$ cat src/rtl/mem_wb_stage.sv
// rtl/mem_wb_stage.sv - MEM/WB pipeline register: load extraction, writeback mux, register file write port.
// Optional retire counter enabled by defining WB_INSTRET_EN.
module mem_wb_stage #(
  parameter int XLEN = 32
) (
  input  logic            clk,
  input  logic            rst,
  input  logic            stall,
  input  logic            flush,
  input  logic            in_valid,
  input  logic [4:0]      in_rd,
  input  logic            in_reg_write,
  input  logic [1:0]      in_wb_sel,
  input  logic [2:0]      in_load_type,
  input  logic [XLEN-1:0] in_alu_result,
  input  logic [XLEN-1:0] in_pc_plus4,
  input  logic [XLEN-1:0] in_imm,
  input  logic [XLEN-1:0] in_mem_rdata,
  output logic [4:0]      rf_addr,
  output logic            rf_we,
  output logic [XLEN-1:0] rf_wdata,
  output logic            wb_valid
`ifdef WB_INSTRET_EN
  ,
  output logic [63:0]     instret
`endif
);

  logic [1:0]      off;
  logic [XLEN-1:0] shifted;
  logic [7:0]      ld_byte;
  logic [15:0]     ld_half;
  logic [XLEN-1:0] load_data;
  logic [XLEN-1:0] wb_data;

  logic            valid_q, valid_d;
  logic            we_q, we_d;
  logic [4:0]      addr_q, addr_d;
  logic [XLEN-1:0] wdata_q, wdata_d;

  assign off     = in_alu_result[1:0];
  assign shifted = in_mem_rdata >> {off, 3'b000};
  assign ld_byte = shifted[7:0];
  // Halfword picks by off[1] only; misaligned halves are trapped upstream.
  assign ld_half = off[1] ? in_mem_rdata[31:16] : in_mem_rdata[15:0];

  always_comb begin
    load_data = in_mem_rdata;
    case (in_load_type)
      3'b000:  load_data = {{(XLEN-8){ld_byte[7]}}, ld_byte};
      3'b001:  load_data = {{(XLEN-16){ld_half[15]}}, ld_half};
      3'b100:  load_data = {{(XLEN-8){1'b0}}, ld_byte};
      3'b101:  load_data = {{(XLEN-16){1'b0}}, ld_half};
      default: load_data = in_mem_rdata;
    endcase
  end

  always_comb begin
    wb_data = in_alu_result;
    case (in_wb_sel)
      2'b00:   wb_data = in_alu_result;
      2'b01:   wb_data = load_data;
      2'b10:   wb_data = in_pc_plus4;
      default: wb_data = in_imm;
    endcase
  end

  // Flush beats stall so a squashed instruction never lingers in writeback.
  always_comb begin
    valid_d = valid_q;
    we_d    = we_q;
    addr_d  = addr_q;
    wdata_d = wdata_q;
    if (flush) begin
      valid_d = 1'b0;
      we_d    = 1'b0;
      addr_d  = 5'd0;
      wdata_d = '0;
    end else if (!stall) begin
      valid_d = in_valid;
      we_d    = in_valid & in_reg_write & (in_rd != 5'd0);
      addr_d  = in_rd;
      wdata_d = wb_data;
    end
  end

  always_ff @(posedge clk or posedge rst) begin
    if (rst) begin
      valid_q <= 1'b0;
      we_q    <= 1'b0;
      addr_q  <= 5'd0;
      wdata_q <= '0;
    end else begin
      valid_q <= valid_d;
      we_q    <= we_d;
      addr_q  <= addr_d;
      wdata_q <= wdata_d;
    end
  end

  assign rf_addr  = addr_q;
  assign rf_we    = we_q;
  assign rf_wdata = wdata_q;
  assign wb_valid = valid_q;

`ifdef WB_INSTRET_EN
  logic [63:0] instret_q, instret_d;

  // The instruction leaving writeback retires; flush only kills the incoming one.
  always_comb begin
    instret_d = instret_q;
    if (valid_q && !stall) instret_d = instret_q + 64'd1;
  end

  always_ff @(posedge clk or posedge rst) begin
    if (rst) instret_q <= 64'd0;
    else     instret_q <= instret_d;
  end

  assign instret = instret_q;
`endif

endmodule

$ cat config.mk
export PLATFORM = sky130hd
export DESIGN_NAME = mem_wb_stage
export DESIGN_NICKNAME = d
export VERILOG_FILES = /design/src/rtl/mem_wb_stage.sv
export SDC_FILE = /design/constraint.sdc
export NUM_CORES = 1
export LEC_CHECK = 0
export CAP_MARGIN = 5
export CORE_MARGIN = 2
export CORE_UTILIZATION = 38
export DETAILED_ROUTE_END_ITERATION = 10
export PLACE_DENSITY = 0.82
export SYNTH_ARGS = -nofsm -noshare
export SYNTH_HDL_FRONTEND = slang
export SYNTH_SLANG_ARGS = --single-unit
$ cat constraint.sdc
create_clock -name clk -period 1.1 [get_ports clk]
set_clock_uncertainty 0.05 [all_clocks]
set_input_delay 0.11 -clock clk [delete_from_list [all_inputs] [get_ports clk]]
set_output_delay 0.11 -clock clk [all_outputs]
set_load 0.005 [all_outputs]
==> results of run 1 <==
==> synthesized netlist by cell type <==
cell type | count | area (sq um)
o22ai_1 | 47 | 294
dfrtp_1 | 39 | 976
a221oi_1 | 32 | 280
mux2_2 | 32 | 360
o21bai_1 | 31 | 233
clkbuf_1 | 24 | 90.1
o21ai_0 | 23 | 115
mux2i_1 | 15 | 150
nor2_1 | 15 | 56.3
a21oi_1 | 10 | 50.1
nand2_1 | 9 | 33.8
or3_1 | 7 | 43.8
inv_1 | 6 | 22.5
buf_2 | 5 | 25.0
buf_1 | 2 | 7.51
buf_6 | 2 | 22.5
a211o_1 | 1 | 8.76
a31o_2 | 1 | 8.76
and2_4 | 1 | 8.76
and3_1 | 1 | 6.26
mux4_2 | 1 | 22.5
nand2b_1 | 1 | 6.26
nand3_1 | 1 | 5.00
nor2b_1 | 1 | 6.26
nor3_1 | 1 | 5.00
nor4b_1 | 1 | 8.76
nor4b_4 | 1 | 23.8
o2111ai_1 | 1 | 8.76
o221ai_1 | 1 | 8.76
o221ai_4 | 1 | 26.3
o31ai_1 | 1 | 7.51
or4_1 | 1 | 7.51
==> worst register-to-register path: stages (launching register included) <==
cell and delay, ps:
dfrtp_1 410, nor2_1 180, o31ai_2 90, a31o_2 220
==> flip-flops by register name, summed over array words and instances, names as in the netlist <==
name,flops
rf_wdata,32
rf_addr,5
rf_we,1
wb_valid,1
==> through the flow <==
| step | setup WS (ps) | total power (W) |
|---|---|---|
| 2_1_floorplan | -353 | 0.00228 |
| 3_3_place_gp | -827 | 0.00335 |
| 3_5_place_dp | -941 | 0.00339 |
| 4_1_cts | -208 | 0.00444 |
| 5_1_grt | -281 | 0.00469 |
| 6_report | -229 | 0.00451 |
==> layer usage <==
layer	GRT usage	routed length, um
met5	0	0
met2	0.542	6850
met3	0.0715	1180
met1	0.359	4920
met4	0.144	652
==> final timing paths <==
path / endpoint / slack [ps] / start / cells past startpoint
min in group clk: rf_addr[3] / 170 / in_rd[3] / 3
max reg2reg: rf_wdata[7] / 50 / rf_wdata[7] / 3
max: rf_wdata[31] / -230 / in_alu_result[1] / 7
max in group asynchronous: rf_wdata[8] / 680 / rst / 3
min: rf_wdata[21] / 100 / rst / 3
min reg2reg: wb_valid / 480 / wb_valid / 2
==> placed cells by master (no fill, tap or decap), drive strengths merged, types with 2 or more instances in the layout <==
| cell | n |
|---|---|
| dlygate4sd2 | 8 |
| mux2i | 15 |
| a221oi | 32 |
| buf | 89 |
| clkdlybuf4s15 | 37 |
| dfrtp | 39 |
| o221ai | 2 |
| inv | 6 |
| nor2 | 15 |
| clkdlybuf4s50 | 124 |
| nand2 | 9 |
| o21bai | 31 |
| o22ai | 47 |
| clkbuf | 11 |
| o21ai | 23 |
| mux2 | 32 |
| nor4b | 2 |
| or3 | 7 |
| a21oi | 10 |
==> timing repair <==
action | CTS | global route
gates cloned | 3 | 0
buffers inserted | 12 | 6
endpoints found under the setup margin | 72 | 40
resized for setup | 155 | 17
pin swaps | 15 | 11
hold buffers | 0 | 0
==> logic make-up after synthesis <==
family                 share of synthesized area
AOI/OAI and AO/OA                          0.355
DFF                                        0.333
and+or+nand+nor                           0.0722
buffers and inverters                     0.0572
muxes                                      0.182
==> power by group <==
group / internal [W] / switching [W]
Sequential: 0.00154 / 0.0000680
Combinational: 0.00116 / 0.000772
Clock: 0.000446 / 0.000522
==> cell type report <==
class | instances | area (sq um) | area share
Timing Repair Buffer | 264 | 2580 | 0.447
Tap cell | 102 | 128 | 0.0221
Sequential cell | 39 | 976 | 0.169
Multi-Input combinational cell | 237 | 1980 | 0.343
Clock inverter | 1 | 5.00 | 0.000867
Inverter | 6 | 22.5 | 0.00390
Clock buffer | 7 | 76.3 | 0.0132
==> flow_metrics.env, run 1 <==
export IMPL_rows=32
export IMPL_path_max_fanout=14
export IMPL_drive_gt1_frac=0.309
export IMPL_drt_iter0_drc=257
export IMPL_crit_path_max_incr_delay_ps=330
export IMPL_cts_tree="done"
export IMPL_dpl_instance_area_sq_um=5280
export IMPL_violations="negative setup slack"
export IMPL_cts_sinks=39
export IMPL_fin_crit_sh=1.21
export IMPL_drv_slew=0
export IMPL_portBuffers=182
export IMPL_die_x_um=91.8
export IMPL_power_density_nw_per_um2=782
export IMPL_tns_ps=-3850
export IMPL_path_cells="buf_6 > buf_4 > mux2i_1 > o21ai_2 > o221ai_4 > buf_12 > o22ai_2"
export IMPL_hold_worst_slack_ps=103
export IMPL_place_hpwl_um=9520
export IMPL_synth_warnings=0
export IMPL_finalWorstSetupSlack_ps=-229
export IMPL_worst_pin_slew_ps=376
export IMPL_maxCapViolCount=0
export IMPL_via_per_inst=5.93
export IMPL_crit_family="compound AO/OA/AOI/OAI gates"
export IMPL_fin_crit_ps=1330
export IMPL_grt_pass1_wl_um=20400
export IMPL_wl_per_cell_um=20.7
export IMPL_gp_congestion=0.893
export IMPL_path_buf_inv=3
export IMPL_drt_pass1_iter_count=5
export IMPL_postRouteAntennaNets=0
export IMPL_drc=0
export IMPL_netlist_area_sq_um=2930
export IMPL_grt_overflow_total=0
export IMPL_fp_dieH_um=91.8
export IMPL_startpoint_type="input port"
export IMPL_cts_max_level=2
export IMPL_utilization=0.759
export IMPL_status="complete, but fails checks"
export IMPL_cp_end_kind="flop"
export IMPL_worstPathArrival_ps=1440
export IMPL_fin_nets=697
export IMPL_cp_required_ps=1210
export IMPL_synth_distinct_cells=32
export IMPL_slowest_stage="mux2i_1"
export IMPL_min_path_type="in2async"
export IMPL_grt_total_usage=0.310
export IMPL_dieArea_sq_um=8430
export IMPL_grt_pass1_vias=3996
export IMPL_drt_wl_total_um=13600
export IMPL_avgSynthCellArea_sq_um=9.30
export IMPL_nFillCells=524
export IMPL_clock_latency_ps=290
export IMPL_max_freq_mhz=753
export IMPL_maxSlewHeadroom=0.748
export IMPL_numPlacedInstances=628
export IMPL_area_delta_synth_final_pct=97.0
export IMPL_syn_nets=459
export IMPL_num_io_pins=183
export IMPL_stdcell_count=656
export IMPL_hold_viol_final=0
export IMPL_setup_violations=27
export IMPL_antenna_found_initial=0
export IMPL_yosysSeqAreaShare=0.333
export IMPL_cts_made_buffers=5
export IMPL_vias=3888
export IMPL_coreArea_sq_um=7610
export IMPL_clk_path_buf_depth=2
export IMPL_cts_root_buf="clkbuf_8"
export IMPL_grt_max_degree=40
export IMPL_start_util=0.385
export IMPL_ir_worst_vdd_mv=0.576
export IMPL_synth_seq_cells=39
export IMPL_n_antenna_cell=0
export IMPL_p_leak_nw=2.48
export IMPL_crit_type="in2reg"
export IMPL_postSynthCellCount=315
export IMPL_rsz0062_at_grt="yes"
export IMPL_path_clk_slew_ps=80
export IMPL_fin_area_sq_um=5770
Note: power is estimated with default switching activity, not from simulation.
==> run 2: changes to the inputs <==
- MAX_ROUTING_LAYER: not set -> met4
- PLACE_DENSITY: 0.82 -> 0.83
==> run 2 against run 1 <==
Effect of this change: the run still ends with negative setup slack left; clock power is 34% higher; final area is 2.8% higher; die area stayed put; total power is 8.6% higher; critical endpoint is now rf_wdata[16]; largest cell class unchanged; largest power group unchanged.
==> flow_metrics.env, run 2 (synthesis gave the netlist of run 1 again) <==
export IMPL_worst_pin_slew_ps=425
export IMPL_cts_max_level=2
export IMPL_start_util=0.385
export IMPL_portBuffers=182
export IMPL_violations="negative setup slack"
export IMPL_ir_worst_vdd_mv=0.568
export IMPL_drc=0
export IMPL_postRouteAntennaNets=0
export IMPL_cts_sinks=39
export IMPL_cts_made_buffers=5
export IMPL_grt_total_usage=0.329
export IMPL_final_cell_mix="clkdlybuf4s50_1 (121), buf_4 (73), dfrtp_1 (39), o21bai_1 (31), o22ai_1 (31)"
export IMPL_fin_crit_ps=1290
export IMPL_power_density_nw_per_um2=826
export IMPL_rsz0062_at_grt="yes"
export IMPL_fin_crit_sh=1.17
export IMPL_drt_wl_total_um=14000
export IMPL_area_delta_synth_final_pct=103
export IMPL_dieArea_sq_um=8430
export IMPL_finalWorstSetupSlack_ps=-186
export IMPL_path_clk_slew_ps=80
export IMPL_p_leak_nw=2.56
export IMPL_cts_root_buf="clkbuf_8"
export IMPL_grt_pass1_wl_um=21000
export IMPL_rows=32
export IMPL_hold_viol_final=0
export IMPL_cts_tree="done"
export IMPL_drive_gt1_frac=0.356
export IMPL_tns_ps=-2740
export IMPL_min_path_type="in2async"
export IMPL_multi_input_area_sq_um=2090
export IMPL_nFillCells=494
export IMPL_wl_per_cell_um=21.1
export IMPL_clock_latency_ps=290
export IMPL_setup_violations=21
export IMPL_cp_required_ps=1220
export IMPL_place_hpwl_um=9400
export IMPL_status="complete, but fails checks"
export IMPL_final_seq_area_sq_um=976
export IMPL_grt_max_degree=40
export IMPL_grt_overflow_total=0
export IMPL_n_antenna_cell=0
export IMPL_maxCapViolCount=0
export IMPL_die_x_um=91.8
export IMPL_clk_path_buf_depth=2
export IMPL_fp_dieH_um=91.8
export IMPL_maxSlewHeadroom=0.717
export IMPL_crit_type="in2reg"
export IMPL_worstPathArrival_ps=1400
export IMPL_utilization=0.780
export IMPL_path_max_fanout=8
export IMPL_grt_pass1_vias=4167
export IMPL_drt_pass1_iter_count=4
export IMPL_via_per_inst=5.89
export IMPL_largest_register_ffs=32
export IMPL_final_common_cell="clkdlybuf4s50_1"
export IMPL_cp_end_kind="flop"
export IMPL_max_freq_mhz=778
export IMPL_gp_congestion=0.922
export IMPL_startpoint_type="input port"
export IMPL_drv_slew=0
export IMPL_coreArea_sq_um=7610
export IMPL_fin_nets=702
export IMPL_drt_iter0_drc=247
export IMPL_num_io_pins=183
export IMPL_pre_cts_slack_ps=-879
export IMPL_antenna_found_initial=0
export IMPL_vias=3896
export IMPL_ctsHoldBuffers=0
run 2: cell count changes in the layout (fill, tap and decap cells not counted), sizes merged:
cell,change
bufinv,+1
buf,+4
clkbuf,+7
clkdlybuf4s50,-3
clkdlybuf4s15,-6
dlygate4sd2,-1
dlymetal6s2s,+3
run 2: path summary, 6_finish.rpt:
kind / depth (start not counted) / slack (ps) / start / endpoint
min reg2reg: 2 / 490 / wb_valid / wb_valid
min in group clk: 3 / 160 / in_rd[3] / rf_addr[3]
max: 6 / -190 / in_mem_rdata[23] / rf_wdata[16]
max reg2reg: 4 / 0 / rf_wdata[7] / rf_wdata[7]
max in group asynchronous: 3 / 690 / rst / rf_wdata[21]
min: 3 / 100 / rst / rf_wdata[20]
run 2: cell type report:
cell class / count / area share
Clock inverter: 2 / 0.00591
Inverter: 6 / 0.00380
Sequential cell: 39 / 0.165
Multi-Input combinational cell: 237 / 0.352
Timing Repair Buffer: 269 / 0.439
Tap cell: 102 / 0.0215
Clock buffer: 6 / 0.0139
run 2: power by group:
| part | switching [W] | internal (W) |
|---|---|---|
| clock network | 0.000560 | 0.000735 |
| registers | 0.0000711 | 0.00154 |
| logic | 0.000811 | 0.00118 |
| total | 0.00144 | 0.00346 |
run 2: repair_timing:
action	in CTS	in global routing
gates cloned	4	0
endpoints found under the hold margin	0	0
setup endpoints to repair	72	47
pin swaps	19	9
buffers inserted	15	6
resized for setup	157	49
run 2: per-layer routing:
metal  routed length, um  share of wire  GRT usage  vias to the layer above
met2                7000           0.50      0.567                      240
li1                    -              -          -                     1745
met1                5080           0.36      0.349                     1852
met4                 586          0.042      0.158                        0
met5                   0              0          -                        -
met3                1310          0.094     0.0887                       59
run 2: through the flow:
| step | hold WS [ps] | instances | area (sq um) | power [W] |
|---|---|---|---|---|
| after detailed placement | 432 | 630 | 5280 | 0.00339 |
| after global routing | 148 | 661 | 5930 | 0.00508 |
| final | 101 | 661 | 5930 | 0.00490 |
| after global placement | 429 | 630 | 5280 | 0.00334 |
| after CTS | 121 | 657 | 5820 | 0.00477 |
| after floorplan | 213 | 315 | 2980 | 0.00228 |
run 2: critical path, cell delays in order:
cell       delay, ps
buf_2            110
mux4_2           480
and2_4           170
o221ai_4         230
clkbuf_16        230
o22ai_2           70
==> run 3: changes to the inputs <==
- CORE_MARGIN: 2 -> 1
==> run 3 against run 2 <==
Effect of this change: the flow still finishes with violations (negative setup slack); worst setup slack got worse by 27 ps; routed wire length rose by 2.6%; combinational power barely moved; critical path type unchanged; global-route usage rose by 1.3 points.
==> flow_metrics.env, run 3 (synthesis gave the netlist of run 1 again) <==
export IMPL_fin_crit_sh=1.19
export IMPL_postRouteAntennaNets=0
export IMPL_maxSlewHeadroom=0.736
export IMPL_fin_area_sq_um=5900
export IMPL_min_path_type="in2reg"
export IMPL_drt_pass1_iter_count=5
export IMPL_area_delta_synth_final_pct=101
export IMPL_path_max_fanout=8
export IMPL_portBuffers=182
export IMPL_multi_input_area_sq_um=2060
export IMPL_vias=4013
export IMPL_power_density_nw_per_um2=839
export IMPL_r2r_cells=4
export IMPL_max_freq_mhz=762
export IMPL_rsz0062_at_grt="yes"
export IMPL_r2r_start="rf_wdata[7]"
export IMPL_setup_violations=18
export IMPL_maxCapViolCount=0
export IMPL_fp_dieH_um=89.8
export IMPL_nFillCells=450
export IMPL_dpl_instance_area_sq_um=5320
export IMPL_cp_end_kind="flop"
export IMPL_final_common_cell="clkdlybuf4s50_1"
export IMPL_p_leak_nw=2.57
export IMPL_grt_overflow_total=0
export IMPL_wl_per_cell_um=21.6
export IMPL_startpoint_type="input port"
export IMPL_fin_crit_ps=1310
export IMPL_dieArea_sq_um=8060
export IMPL_r2r_slack_ps=0
export IMPL_num_io_pins=183
export IMPL_crit_end="rf_wdata[19]"
export IMPL_largest_register_ffs=32
export IMPL_drv_slew=0
export IMPL_gp_congestion=0.870
export IMPL_hold_viol_final=0
export IMPL_grt_max_degree=40
export IMPL_grt_pass1_vias=4123
export IMPL_place_hpwl_um=9680
export IMPL_ir_worst_vdd_mv=0.630
export IMPL_cts_made_buffers=5
export IMPL_via_per_inst=6.04
export IMPL_clk_path_buf_depth=2
export IMPL_cp_required_ps=1220
export IMPL_cts_root_buf="clkbuf_8"
export IMPL_final_cell_mix="clkdlybuf4s50_1 (123), buf_4 (79), dfrtp_1 (39)"
export IMPL_worstPathArrival_ps=1430
export IMPL_grt_total_usage=0.342
export IMPL_drive_gt1_frac=0.363
export IMPL_cts_sinks=39
export IMPL_die_x_um=89.8
export IMPL_antenna_found_initial=1
export IMPL_crit_start="in_mem_rdata[31]"
export IMPL_worst_pin_slew_ps=397
export IMPL_ctsHoldBuffers=0
export IMPL_drt_wl_total_um=14300
export IMPL_r2r_end="rf_wdata[7]"
export IMPL_min_delay_path_depth=3
export IMPL_grt_pass1_wl_um=20900
export IMPL_drt_iter0_drc=269
export IMPL_start_util=0.397
export IMPL_crit_type="in2reg"
export IMPL_rows=31
export IMPL_cts_tree="done"
export IMPL_clock_latency_ps=310
export IMPL_path_clk_slew_ps=90
export IMPL_cts_max_level=2
export IMPL_pre_cts_slack_ps=-880
export IMPL_fin_nets=707
export IMPL_violations="negative setup slack"
export IMPL_drc=0
export IMPL_final_seq_area_sq_um=976
export IMPL_coreArea_sq_um=7370
export IMPL_status="complete, but fails checks"
export IMPL_finalWorstSetupSlack_ps=-213
-- run 3: power by group --
group          total, W  leakage, nW  switching, W  internal, W
registers       0.00161        0.509     0.0000684      0.00154
clock network   0.00135       0.0612      0.000609     0.000736
logic           0.00199         2.00      0.000820      0.00117
-- run 3: critical path, stage by stage --
cell and delay, ps:
buf_8 100, mux4_2 480, and2_4 160, o221ai_4 260, clkbuf_16 240, o22ai_2 80
-- run 3: repair_timing --
item,CTS,global route
gates resized for setup,160,42
setup buffers,19,5
gates cloned,1,1
pin swaps,16,7
setup endpoints to repair,72,47
-- run 3: cell type report --
class | instances | area share
clock inverters | 2 | 0.00594
inverters | 6 | 0.00382
clock buffers | 6 | 0.0140
diodes | 1 | 0.000424
flip-flops and latches | 39 | 0.165
repair buffers | 274 | 0.440
multi-input cells | 237 | 0.349
well taps | 99 | 0.0210
-- run 3: worst min path at each step --
| stage | start | endpoint |
|---|---|---|
| global placement | rst | rf_wdata[16] |
| global route | in_rd[0] | rf_addr[0] |
| finish | in_rd[0] | rf_addr[0] |
| floorplan | in_rd[0] | rf_addr[0] |
| detailed placement | rst | rf_addr[1] |
| CTS | rst | rf_addr[0] |
-- run 3: layer usage --
layer	track usage	share of wire	vias up
met5	-	0	-
met1	0.373	0.36	1903
met3	0.0626	0.093	58
met2	0.603	0.51	299
li1	-	-	1753
met4	0.158	0.043	0
-- run 3: per-stage QoR --
| step | utilization | hold WS (ps) | power (W) | std cells | setup TNS (ps) |
|---|---|---|---|---|---|
| after floorplan | - | 213 | 0.00228 | 315 | -8110 |
| after global placement | 0.721 | 429 | 0.00336 | 629 | -25040 |
| after detailed placement | 0.721 | 436 | 0.00341 | 629 | -26620 |
| after CTS | 0.787 | 102 | 0.00481 | 657 | -3100 |
| after global routing | 0.801 | 88.4 | 0.00510 | 664 | -3360 |
| final | 0.801 | 56.4 | 0.00495 | 664 | -2970 |
